`src/rtl/wbcon_exec.sv`:
```
// wbcon_exec: executes parsed wbcon commands as Wishbone classic word reads/writes.
// Define WBCON_EXEC_TIMEOUT_EN to add an 8-bit bus-beat watchdog.
module wbcon_exec #(
  parameter int ADDR_WIDTH  = 12,
  parameter int COUNT_WIDTH = 10
) (
  input  logic                   i_clk,
  input  logic                   i_rst_n,
  input  logic                   i_mreq_valid,
  output logic                   o_mreq_ready,
  input  logic [ADDR_WIDTH-1:0]  i_mreq_addr,
  input  logic [COUNT_WIDTH-1:0] i_mreq_cnt,
  input  logic                   i_mreq_wr,
  input  logic                   i_mreq_aincr,
  input  logic [7:0]             i_body_data,
  input  logic                   i_body_valid,
  output logic                   o_body_ready,
  output logic [7:0]             o_tx_data,
  output logic                   o_tx_valid,
  input  logic                   i_tx_ready,
  output logic                   o_wb_cyc,
  output logic                   o_wb_stb,
  output logic                   o_wb_we,
  output logic [ADDR_WIDTH-1:0]  o_wb_adr,
  output logic [31:0]            o_wb_dat,
  output logic [3:0]             o_wb_sel,
  input  logic [31:0]            i_wb_dat,
  input  logic                   i_wb_ack,
  input  logic                   i_wb_err,
  output logic                   o_err
);
  typedef enum logic [2:0] {IDLE, WR_COLLECT, WR_BUS, RD_BUS, RD_SEND, NEXT} state_t;
  state_t state, state_nx;
  logic [ADDR_WIDTH-1:0]  addr;
  logic [COUNT_WIDTH-1:0] beats;
  logic                   wr, aincr, err_q, bus, to, done, berr;
  logic [1:0]             bcnt;
  logic [31:0]            wdata, rdata;
  assign bus = state == WR_BUS || state == RD_BUS;
`ifdef WBCON_EXEC_TIMEOUT_EN
  logic [7:0] wd;
  always_ff @(posedge i_clk or negedge i_rst_n)
    if (!i_rst_n) wd <= 8'd0;
    else wd <= bus ? wd + 8'd1 : 8'd0;
  assign to = bus && wd == 8'd255;
`else
  assign to = 1'b0;
`endif
  assign done = i_wb_ack | i_wb_err | to;
  // a late ack still wins over the watchdog; a real err always wins over ack
  assign berr = i_wb_err | (to & ~i_wb_ack);
  always_comb begin
    state_nx = state;
    case (state)
      IDLE:       if (i_mreq_valid) state_nx = i_mreq_wr ? WR_COLLECT : RD_BUS;
      WR_COLLECT: if (i_body_valid && bcnt == 2'd3) state_nx = WR_BUS;
      WR_BUS:     if (done) state_nx = NEXT;
      RD_BUS:     if (done) state_nx = RD_SEND;
      RD_SEND:    if (i_tx_ready && bcnt == 2'd3) state_nx = NEXT;
      NEXT:       state_nx = beats == '0 ? IDLE : wr ? WR_COLLECT : RD_BUS;
      default:    state_nx = IDLE;
    endcase
  end
  always_ff @(posedge i_clk or negedge i_rst_n) begin
    if (!i_rst_n) begin
      state <= IDLE;
      addr  <= '0;
      beats <= '0;
      wr    <= 1'b0;
      aincr <= 1'b0;
      bcnt  <= 2'd0;
      wdata <= 32'd0;
      rdata <= 32'd0;
      err_q <= 1'b0;
    end else begin
      state <= state_nx;
      err_q <= bus && berr;
      if (state == IDLE && i_mreq_valid) begin
        addr  <= i_mreq_addr;
        beats <= i_mreq_cnt;
        wr    <= i_mreq_wr;
        aincr <= i_mreq_aincr;
        bcnt  <= 2'd0;
      end
      if (state == WR_COLLECT && i_body_valid) begin
        wdata <= {i_body_data, wdata[31:8]};
        bcnt  <= bcnt + 2'd1;
      end
      if (state == RD_BUS && done) rdata <= berr ? 32'd0 : i_wb_dat;
      if (state == RD_SEND && i_tx_ready) bcnt <= bcnt + 2'd1;
      if (state == NEXT && beats != '0) begin
        beats <= beats - COUNT_WIDTH'(1);
        if (aincr) addr <= addr + ADDR_WIDTH'(1);
      end
    end
  end
  assign o_mreq_ready = state == IDLE && i_rst_n;
  assign o_body_ready = state == WR_COLLECT;
  assign o_tx_valid   = state == RD_SEND;
  assign o_tx_data    = 8'(rdata >> {bcnt, 3'b000});
  assign o_wb_cyc     = bus;
  assign o_wb_stb     = bus;
  assign o_wb_we      = state == WR_BUS;
  assign o_wb_adr     = addr;
  assign o_wb_dat     = wdata;
  assign o_wb_sel     = {4{bus}};
  assign o_err        = err_q;
endmodule

```
`config.mk`:
```
export PLATFORM = sky130hd
export DESIGN_NAME = wbcon_exec
export DESIGN_NICKNAME = d
export VERILOG_FILES = /design/src/rtl/wbcon_exec.sv
export SDC_FILE = /design/constraint.sdc
export NUM_CORES = 1
export LEC_CHECK = 0
export ABC_AREA = 1
export CORE_AREA = 8 8 95 97
export DETAILED_ROUTE_END_ITERATION = 8
export DIE_AREA = 0 0 103 105
export DONT_BUFFER_PORTS = 1
export PLACE_DENSITY_LB_ADDON = 0.15
export SLEW_MARGIN = 10
export SYNTH_ARGS = -nofsm -noshare
export SYNTH_HDL_FRONTEND = slang
export SYNTH_SLANG_ARGS = --single-unit
```
`constraint.sdc`:
```
create_clock -name i_clk -period 2.35 [get_ports i_clk]
set_input_delay 0.47 -clock i_clk [delete_from_list [all_inputs] [get_ports i_clk]]
set_output_delay 0.47 -clock i_clk [all_outputs]
set_load 0.05 [all_outputs]
```
* Word-level counts from Yosys, hierarchy flattened
Cells that the tools add are included.
Word-level totals: logic and storage cells 59, input bits 71, register bits 94, output and inout bits 63
Cells by class: shift-type cells 1, equality and inequality tests 11, bitwise gates (word level) 1, reduce and logical (&&, ||, !) cells 16, multiplexer cells 18, add/subtract/negate cells 3
Operators with widths (count):
- two-way mux 12 bit | 3
- two-way mux 32 bit | 1
- right shift 32 x 5 -> 8 bit | 1
- two-way mux 10 bit | 2
- case mux 3 bit (6 select lines) | 1
- two-way mux 3 bit | 5
- adder 12 x 1 -> 12 bit (second input constant) | 1
- two-way mux 2 bit | 6
- zero test 10 bit | 1
- nonzero test 10 bit | 1
- subtractor 10 x 1 -> 10 bit (second input constant) | 1
- logical AND 1 bit | 9
- equality test 3 x 2 -> 1 bit (second input constant) | 2
- equality test 3 bit (second input constant) | 2
- inequality test 2 x 1 -> 1 bit (second input constant) | 3
- AND reduction 5 bit | 1
- inequality test 2 bit (second input constant) | 2
- equality test 3 x 1 -> 1 bit (second input constant) | 1
- zero test 3 bit | 1
- nonzero test 3 bit | 1
- adder 2 x 1 -> 2 bit (second input constant) | 1
- equality test 2 bit (second input constant) | 1
- nonzero test 2 bit | 1
- logical OR 1 bit | 1
- bitwise OR 1 bit | 1

* Longest topological paths before layout
Gate-level depths: netlist (run 1).
word-level depth 5, gate-level depth with buffers 10, mapped depth without buffers 10

* Least setup slack after synthesis (run 1)
OpenSTA, ideal clock, no wires.
kind register -> register, start point register state[2], end point register state[2], path slack 26 ps, arrival 2200 ps, cell stages (with the launch flop) 8, path buffers 0, required time 2226 ps, clock period less this slack 2324 ps, setup time 124 ps, path through dfrtp_1 -> inv_1 -> nor3_1 -> nand2_1 -> nand2_1 -> nor2_1 -> o21ai_0 -> nand2_1
On the way: longest elaborated chain between the ends 3, elaborated cells between the ends (all ways) 13, those cells by class 10 x eq/ne; 1 x mux; 2 x reduce/logical
RTL lines:
- start: declaration | RTL line 33 | state_t state, state_nx;
- start signal: assignment | RTL line 76 | state <= state_nx;
- equality test 3 bit (*)
- via o_tx_valid | RTL line 19 | output logic o_tx_valid,
- inequality test 2 x 1 -> 1 bit (no source line)
- AND reduction 5 bit (no source line)
Mark *: on every way through the listed nets, which the timed path passes. The rest lies on a longest branch. A chain may end at the register's enable or synchronous reset.

* Worst setup path after layout (run 1)
start point register bcnt[0], end point output port o_tx_data[2]
On the way: longest elaborated chain between the ends 1
RTL lines:
- start: declaration | RTL line 37 | logic [1:0] bcnt;
- start signal: assignment | RTL line 87 | bcnt <= bcnt + 2'd1;
- start signal: assignment | RTL line 90 | if (state == RD_SEND && i_tx_ready) bcnt <= bcnt + 2'd1;
- right shift 32 x 5 -> 8 bit | RTL line 100 | assign o_tx_data = 8'(rdata >> {bcnt, 3'b000});
- end: declaration | RTL line 18 | output logic [7:0] o_tx_data,
No other way between the ends.

==> impl_metrics.csv, run 1 <==
group,metric,value,unit
timing,setup_viol,0,
floorplan,die-area,10800,µm²
status,violations,"hold timing",
timing,slew_headroom,0.612,
cells_and_area,drive_gt1_frac,0.103,
floorplan,core,7530,µm²
cells_and_area,nets,692,
grt,grt_pass1_vias,3711,
clock_tree,cts_sinks,94,
timing,rsz0062_at_grt,"yes",
hold_path,hold_path.class,"in -> async",
grt,grt_max_degree,96,
clock_tree,cts_max_level,3,
floorplan,num_rows,32,
cells_and_area,final_common_cell,"nand2_1",
power,power_leakage,2.58,nW
power,vdd_ir_drop_max,1.04,mV
routing,num_vias,3836,
yosys,synth-seq-cells,94,
cells_and_area,syn_to_final_growth,9.26,%
clock_tree,post_cts_buffers,0,
floorplan,die-height,105,µm
routing,vias_per_cell,5.29,
status,status,"finished with violations",
yosys,ys_warn_count,0,
power,p_total,8.81,mW
yosys,yosysUniqueCellTypes,29,
routing,drt-met1-wl,4.63,mm
yosys,syn_area,4730,µm²
place,routabilityCongestion,0.859,
clock_tree,numCtsBuffers,9,
floorplan,io_pins,134,
clock_tree,clkLatencyLatePin,360,ps
timing,min_period,2260,ps
timing,hold_viol,94,
setup_path,cpLargestDelayFamily,"buffers and inverters",
yosys,yosysSeqAreaShare,0.498,
grt,grtUsageTotal,0.208,
setup_path,slowest_stage,"dfrtp_1",
setup_path,critical_path.most_common_cell,"a21oi_1",
run,cap_violations,0,
yosys,async_flop_share,1.00,
timing,max_clock_freq,442,MHz
routing,top_layer,"met4",
timing,fin_crit_sh,0.963,
timing,holdWs,-210,ps
routing,firstDrtPassIters,4,
timing,slew_violations,0,
yosys,syn_area_per_cell,7.79,µm²
cells_and_area,layout_common_cells,"159 x nand2_1, 94 x dfrtp_1, 78 x inv_1",
grt,antenna_found_initial,0,
floorplan,start_util,0.628,
floorplan,fp.dieW,103,µm
cells_and_area,utilization,0.686,
cells_and_area,antenna_cells,0,
timing,fin_setup_tns,0,ps
routing,wire_per_inst,15.2,µm
routing,ant_nets,0,
setup_path,end_kind,"output port",
setup_path,worstSetupPathType,"reg -> out",
clock_tree,clockBufferDepth,2,
setup_path,crit_path_cell_trace,"clkinvlp_2, a21oi_1, a21oi_1, buf_4",
grt,grt_pass1_wl,18.1,mm
yosys,synth_top_flop_cell,"dfrtp_1",
setup_path,cp.arrival,1790,ps
routing,wl,11.0,mm
yosys,postSynthCellCount,607,
routing,post-route-drc-count,0,
setup_path,start_kind,"register",
routing,drt_iter0_drc,170,
clock_tree,cts-root-buf,"clkbuf_8",
timing,fin_skew,8.93,ps
place,place_hpwl,7.84,mm
setup_path,critPathMaxFanout,13,
routing,wl_met2,5.31,mm
yosys,synth_edf_count,0,
clock_tree,worst_setup_hold_path_clk_slew,100,ps
setup_path,critical_path_required,1880,ps
timing,worst_pin_slew,582,ps
place,io_buffer_count,0,
yosys,synth_nets,681,
power,power.density,1710,nW/µm²
clock_tree,cts_tree,"yes",
setup_path,max_stage_delay,460,ps
setup_path,path_buf_inv,2,
grt,grt.overflow.total,0,
routing,dr_wl_met3,895,µm
## where the power goes
group,switching (mW),internal (mW),total [mW]
Combinational,2.47,1.16,3.62
Clock,0.600,0.540,1.14
Sequential,1.68,2.37,4.04
## state kept, by name (all words and copies together), names as in the netlist
signal	flops
state	3
bcnt	2
o_wb_adr	12
beats	10
o_wb_dat	32
wr	1
rdata	32
o_err	1
aincr	1
## metal layers
metal / GRT usage / up-vias
met5: 0 / -
met4: 0.0734 / 0
met3: 0.0717 / 11
met2: 0.331 / 115
met1: 0.255 / 1768
li1: - / 1942
## cell families after synthesis
logic type	Yosys count	synth area share
AOI/OAI and AO/OA	124	0.134
xor gates and xnor gates	10	0.0185
adders and majority gates	3	0.00794
buffers and inverters	113	0.102
DFF	94	0.498
muxes	2	0.00476
and+or+nand+nor	261	0.235
## path summary, 6_finish.rpt
check / from / slack [ps] / end / cells past startpoint
worst min register to register: aincr$_DFFE_PN0P_ / 520 / aincr$_DFFE_PN0P_ / 2
max in group asynchronous: i_rst_n / 2420 / rdata[10]$_DFFE_PN0P_ / 0
worst max register to register: beats[0]$_DFFE_PN0P_ / 530 / beats[9]$_DFFE_PN0P_ / 9
worst min-delay path: i_rst_n / -210 / o_wb_adr[10]$_DFF_PN0_ / 0
min in group i_clk: i_mreq_aincr / 230 / aincr$_DFFE_PN0P_ / 2
worst max-delay path: bcnt[0]$_DFFE_PN0P_ / 90 / o_tx_data[2] / 4
## per-stage QoR
stage | cell area (µm²) | cells | setup WS, ps | hold WS [ps]
2_1_floorplan | 4730 | 607 | 26.4 | 174
3_3_place_gp | 4940 | 708 | 505 | 177
3_5_place_dp | 4940 | 708 | 440 | 177
4_1_cts | 5150 | 724 | 31.3 | -223
5_1_grt | 5160 | 725 | -47.9 | -230
6_report | 5160 | 725 | 86.3 | -210
## final cells by class
cell class                 count  area (µm²)
clock buffer                  10         138
clock inverter                 6        76.3
fill                         638        2360
inverter                      83         319
multi-input combinational    400        1900
sequential                    94        2350
tap                          102         128
timing repair buffer          29         250
timing repair inverter         1        5.00
## cells in the mapped netlist (2+ instances only)
master | count | area share
a21oi_1 | 39 | 0.041
buf_2 | 9 | 0.0095
buf_4 | 6 | 0.0095
buf_6 | 3 | 0.0071
clkbuf_1 | 10 | 0.0079
clkbuf_2 | 2 | 0.0021
dfrtp_1 | 94 | 0.50
ha_1 | 3 | 0.0079
inv_1 | 80 | 0.064
inv_2 | 3 | 0.0024
mux2_2 | 2 | 0.0048
nand2_1 | 159 | 0.13
nand2_2 | 2 | 0.0026
nand3_1 | 53 | 0.056
nor2_1 | 36 | 0.029
nor2_2 | 2 | 0.0026
nor3_1 | 3 | 0.0032
nor3_4 | 2 | 0.0069
o21ai_0 | 72 | 0.076
o21ai_1 | 10 | 0.011
xnor2_1 | 2 | 0.0037
xor2_1 | 8 | 0.015
## repair_timing
| action | CTS | global route |
|---|---|---|
| endpoints found under the setup margin | 0 | 8 |
| endpoints found under the hold margin | 94 | 94 |
| gates resized for setup | 0 | 2 |
Note: power is estimated with default switching activity, not from simulation.
==> run 2, diff against run 1 <==
--- a/config.mk
+++ b/config.mk
@@ -6,9 +6,9 @@
 export NUM_CORES = 1
 export LEC_CHECK = 0
 export ABC_AREA = 1
-export CORE_AREA = 8 8 95 97
+export CORE_AREA = 2 2 89 91
 export DETAILED_ROUTE_END_ITERATION = 8
-export DIE_AREA = 0 0 103 105
+export DIE_AREA = 0 0 91 93
 export DONT_BUFFER_PORTS = 1
 export PLACE_DENSITY_LB_ADDON = 0.15
 export SLEW_MARGIN = 10
==> impl_metrics.csv, run 2 (same netlist as run 1, synthesis figures left out) <==
group,metric,value,unit
setup_path,start_kind,"register",
setup_path,critPathMaxFanout,13,
timing,holdWs,-208,ps
timing,slew_violations,0,
run,cap_violations,0,
floorplan,fp.dieW,91,µm
routing,firstDrtPassIters,4,
routing,num_vias,3854,
clock_tree,worst_setup_hold_path_clk_slew,100,ps
timing,max_clock_freq,444,MHz
clock_tree,numCtsBuffers,9,
setup_path,cp.arrival,1780,ps
clock_tree,clkLatencyLatePin,360,ps
timing,fin_crit_sh,0.958,
clock_tree,cts_max_level,3,
place,place_hpwl,7.14,mm
grt,grt_max_degree,96,
grt,grtUsageTotal,0.251,
place,routabilityCongestion,0.863,
floorplan,die-height,93,µm
cells_and_area,final_common_cell,"nand2_1",
status,violations,"hold timing",
floorplan,core,7530,µm²
routing,wl,10.1,mm
setup_path,end_kind,"output port",
clock_tree,cts_sinks,94,
place,io_buffer_count,0,
timing,hold_viol,94,
clock_tree,cts_tree,"yes",
clock_tree,clockBufferDepth,2,
grt,grt_pass1_wl,17.0,mm
hold_path,hold_path.class,"in -> async",
clock_tree,cts-root-buf,"clkbuf_8",
power,power.density,1690,nW/µm²
grt,grt.overflow.total,0,
timing,setup_viol,0,
power,p_total,8.66,mW
timing,min_period,2250,ps
timing,slew_headroom,0.637,
floorplan,num_rows,32,
routing,post-route-drc-count,0,
clock_tree,post_cts_buffers,0,
floorplan,io_pins,134,
routing,ant_nets,0,
cells_and_area,drive_gt1_frac,0.0997,
cells_and_area,layout_common_cells,"159 x nand2_1, 94 x dfrtp_1, 79 x inv_1",
power,power_leakage,2.55,nW
routing,vias_per_cell,5.32,
timing,worst_pin_slew,544,ps
grt,grt_pass1_vias,3713,
floorplan,start_util,0.628,
cells_and_area,antenna_cells,0,
status,status,"finished with violations",
routing,wire_per_inst,14.0,µm
setup_path,critical_path_required,1880,ps
grt,antenna_found_initial,0,
cells_and_area,utilization,0.681,
setup_path,worstSetupPathType,"reg -> out",
floorplan,die-area,8460,µm²
timing,fin_skew,9.87,ps
power,vdd_ir_drop_max,1.02,mV
cells_and_area,n_fill_cell,677,
cells_and_area,syn_to_final_growth,8.36,%
cells_and_area,nets,691,
routing,drt_iter0_drc,242,
## run 2: cell count changes in the layout (fill, tap and decap cells not counted), sizes merged
cell,previous run,this run
buf,29,28
inv,84,85
clkinv,2,1
clkinvlp,3,5
clkbuf,10,9
bufinv,1,0
## run 2: area by class of cell
class                      count  area [µm²]  area share
clock buffer                   9         124      0.0242
clock inverter                 7        56.3      0.0110
inverter                      83         315      0.0616
multi-input combinational    400        1900       0.370
sequential                    94        2350       0.459
tap                          102         128      0.0249
timing repair buffer          28         243      0.0474
timing repair inverter         1        7.51     0.00147
## run 2: critical path, cell delays in order (launching register included)
cell	delay, ps
dfrtp_1	480
clkinvlp_4	290
o21ai_0	260
a21oi_1	70
a21oi_1	130
buf_4	210
## run 2: report_power, final
| group | switching, mW | total [mW] | internal (mW) |
|---|---|---|---|
| combinational | 2.46 | 3.62 | 1.16 |
| clock | 0.601 | 0.998 | 0.398 |
| sequential | 1.67 | 4.04 | 2.37 |
## run 2: worst paths after layout
kind / startpoint / to / slack, ps / cells after the start
worst max-delay path: bcnt[0]$_DFFE_PN0P_ / o_tx_data[3] / 100 / 5
worst min-delay path: i_rst_n / o_wb_adr[3]$_DFF_PN0_ / -210 / 0
worst max register to register: beats[0]$_DFFE_PN0P_ / o_wb_adr[1]$_DFF_PN0_ / 450 / 9
worst min register to register: aincr$_DFFE_PN0P_ / aincr$_DFFE_PN0P_ / 530 / 2
max in group asynchronous: i_rst_n / bcnt[1]$_DFFE_PN0P_ / 2380 / 0
min in group i_clk: i_mreq_cnt[4] / beats[4]$_DFFE_PN0P_ / 240 / 2
## run 2: timing repair
action | CTS | global route
gates resized for setup | 0 | 2
endpoints found under the setup margin | 0 | 8
endpoints found under the hold margin | 94 | 94
## run 2: metal layers
metal | track usage | up-vias | share of wire
met4 | 0.112 | 0 | 0.021
met3 | 0.0629 | 15 | 0.074
li1 | - | 1947 | -
met1 | 0.326 | 1782 | 0.44
met2 | 0.402 | 110 | 0.47
met5 | 0 | - | 0
## run 2: stage by stage
stage	TNS [ps]	instance area, µm²	hold WS [ps]	setup WS [ps]	cells
final	0	5120	-208	98.8	724
after global routing	-13.5	5120	-231	-7.19	724
after CTS	0	5110	-221	46.1	723
after detailed placement	0	4930	176	436	707
after global placement	0	4930	176	482	707
after floorplan	0	4730	174	26.4	607
==> run 3, diff against run 2 <==
--- a/config.mk
+++ b/config.mk
@@ -10,7 +10,7 @@
 export DETAILED_ROUTE_END_ITERATION = 8
 export DIE_AREA = 0 0 91 93
 export DONT_BUFFER_PORTS = 1
-export PLACE_DENSITY_LB_ADDON = 0.15
+export PLACE_DENSITY = 0.82
 export SLEW_MARGIN = 10
 export SYNTH_ARGS = -nofsm -noshare
 export SYNTH_HDL_FRONTEND = slang
==> impl_metrics.csv, run 3 (same netlist as run 1, synthesis figures left out) <==
group,metric,value,unit
clock_tree,cts-root-buf,"clkbuf_8",
power,power_leakage,2.58,nW
grt,antenna_found_initial,0,
place,place_hpwl,7.17,mm
timing,holdWs,-217,ps
cells_and_area,syn_to_final_growth,8.79,%
timing,slew_headroom,0.623,
power,p_total,8.73,mW
grt,use_met3,0.0620,
setup_path,end_kind,"output port",
cells_and_area,layout_common_cells,"159 x nand2_1, 94 x dfrtp_1, 79 x inv_1",
hold_path,hold_path.class,"in -> async",
cells_and_area,drive_gt1_frac,0.103,
timing,fin_crit_sh,0.924,
timing,slew_violations,0,
setup_path,rr_worst_depth,9,
floorplan,die-area,8460,µm²
cells_and_area,n_fill_cell,667,
setup_path,rr_endpoint,"o_wb_adr[11]$_DFF_PN0_",
setup_path,critPathMaxFanout,12,
setup_path,critical_path_required,1880,ps
run,cap_violations,0,
clock_tree,numCtsBuffers,9,
power,power.density,1700,nW/µm²
setup_path,path_buf_inv,3,
clock_tree,cts_tree,"yes",
place,routabilityCongestion,0.906,
floorplan,core,7530,µm²
grt,grt.overflow.total,0,
timing,setup_viol,0,
setup_path,cp.arrival,1700,ps
grt,use_met1,0.333,
timing,fin_skew,16.5,ps
setup_path,endpoint,"o_tx_data[1]",
setup_path,timing.rr.start,"beats[0]$_DFFE_PN0P_",
grt,grt_max_degree,96,
cells_and_area,utilization,0.683,
grt,grtUsageTotal,0.250,
routing,ant_nets,0,
setup_path,worstSetupPathType,"reg -> out",
status,status,"finished with violations",
grt,grt_pass1_wl,17.0,mm
clock_tree,worst_setup_hold_path_clk_slew,110,ps
timing,max_clock_freq,460,MHz
cells_and_area,final_common_cell,"nand2_1",
floorplan,fp.dieW,91,µm
routing,firstDrtPassIters,4,
grt,grt_pass1_vias,3679,
floorplan,num_rows,32,
floorplan,io_pins,134,
clock_tree,clkLatencyLatePin,360,ps
timing,hold_viol,94,
setup_path,slowest_stage,"dfrtp_1",
routing,drt_iter0_drc,177,
timing,min_period,2170,ps
clock_tree,cts_sinks,94,
place,io_buffer_count,0,
setup_path,crit_path_cell_trace,"clkinvlp_4, buf_4, o21ai_0, a21oi_1, a21oi_1, buf_4",
cells_and_area,antenna_cells,0,
cells_and_area,nets,693,
setup_path,cpLargestDelayFamily,"buffers and inverters",
setup_path,start_kind,"register",
clock_tree,clockBufferDepth,2,
grt,grt_busiest_layer,"met2",
setup_path,r2r_slack,470,ps
setup_path,path_depth,6,
timing,fin_setup_tns,0,ps
routing,num_vias,3901,
setup_path,max_stage_delay,400,ps
timing,worst_pin_slew,566,ps
clock_tree,cts_max_level,3,
floorplan,start_util,0.628,
routing,post-route-drc-count,0,
routing,vias_per_cell,5.37,
setup_path,crit_path_start,"bcnt[0]$_DFFE_PN0P_",
routing,wire_per_inst,14.0,µm
grt,grt_util_met2,0.392,
routing,wl,10.2,mm
power,vdd_ir_drop_max,1.00,mV
floorplan,die-height,93,µm
status,violations,"hold timing",
==> run 3: power by group <==
group | total, mW | switching [mW] | leakage, nW | internal (mW)
clock | 1.06 | 0.641 | 0.101 | 0.422
combinational | 3.58 | 2.42 | 1.32 | 1.17
sequential | 4.08 | 1.71 | 1.16 | 2.37
total | 8.73 | 4.77 | 2.58 | 3.96
==> run 3: per-stage QoR <==
stage / instance area [µm²] / setup slack [ps] / instances
final: 5140 / 178 / 726
after global routing: 5140 / -0.547 / 726
after CTS: 5120 / 118 / 723
after detailed placement: 4920 / 475 / 707
after global placement: 4920 / 540 / 707
after floorplan: 4730 / 26.4 / 607
==> run 3: how the worst min path moves through the flow <==
stage	start	endpoint	slack, ps
3_5_place_dp	i_rst_n	o_wb_adr[10]$_DFF_PN0_	180
4_1_cts	i_rst_n	o_wb_adr[10]$_DFF_PN0_	-230
6_report	i_rst_n	o_wb_adr[10]$_DFF_PN0_	-220
2_1_floorplan	i_rst_n	aincr$_DFFE_PN0P_	170
5_1_grt	i_rst_n	o_wb_adr[10]$_DFF_PN0_	-240
3_3_place_gp	i_rst_n	o_wb_adr[4]$_DFF_PN0_	180
==> run 3: layer usage <==
| layer | share of wire | vias to the layer above |
|---|---|---|
| met3 | 0.075 | 22 |
| met4 | 0.027 | 0 |
| li1 | - | 1948 |
| met2 | 0.47 | 132 |
| met1 | 0.43 | 1799 |
| met5 | 0 | - |
==> run 3: area by class of cell <==
cell class	count	area (µm²)	share of cell area
flip-flops and latches	94	2350	0.457
multi-input cells	400	1900	0.369
inverters	83	315	0.0613
repair buffers	31	253	0.0491
well taps	102	128	0.0248
clock buffers	9	124	0.0241
clock inverters	7	73.8	0.0144
==> run 3: repair_timing <==
item                                    4_1_cts  5_1_grt
gates resized for setup                       0        1
hold endpoints to repair                     94       94
endpoints found under the setup margin        0        4
buffers inserted                              0        3
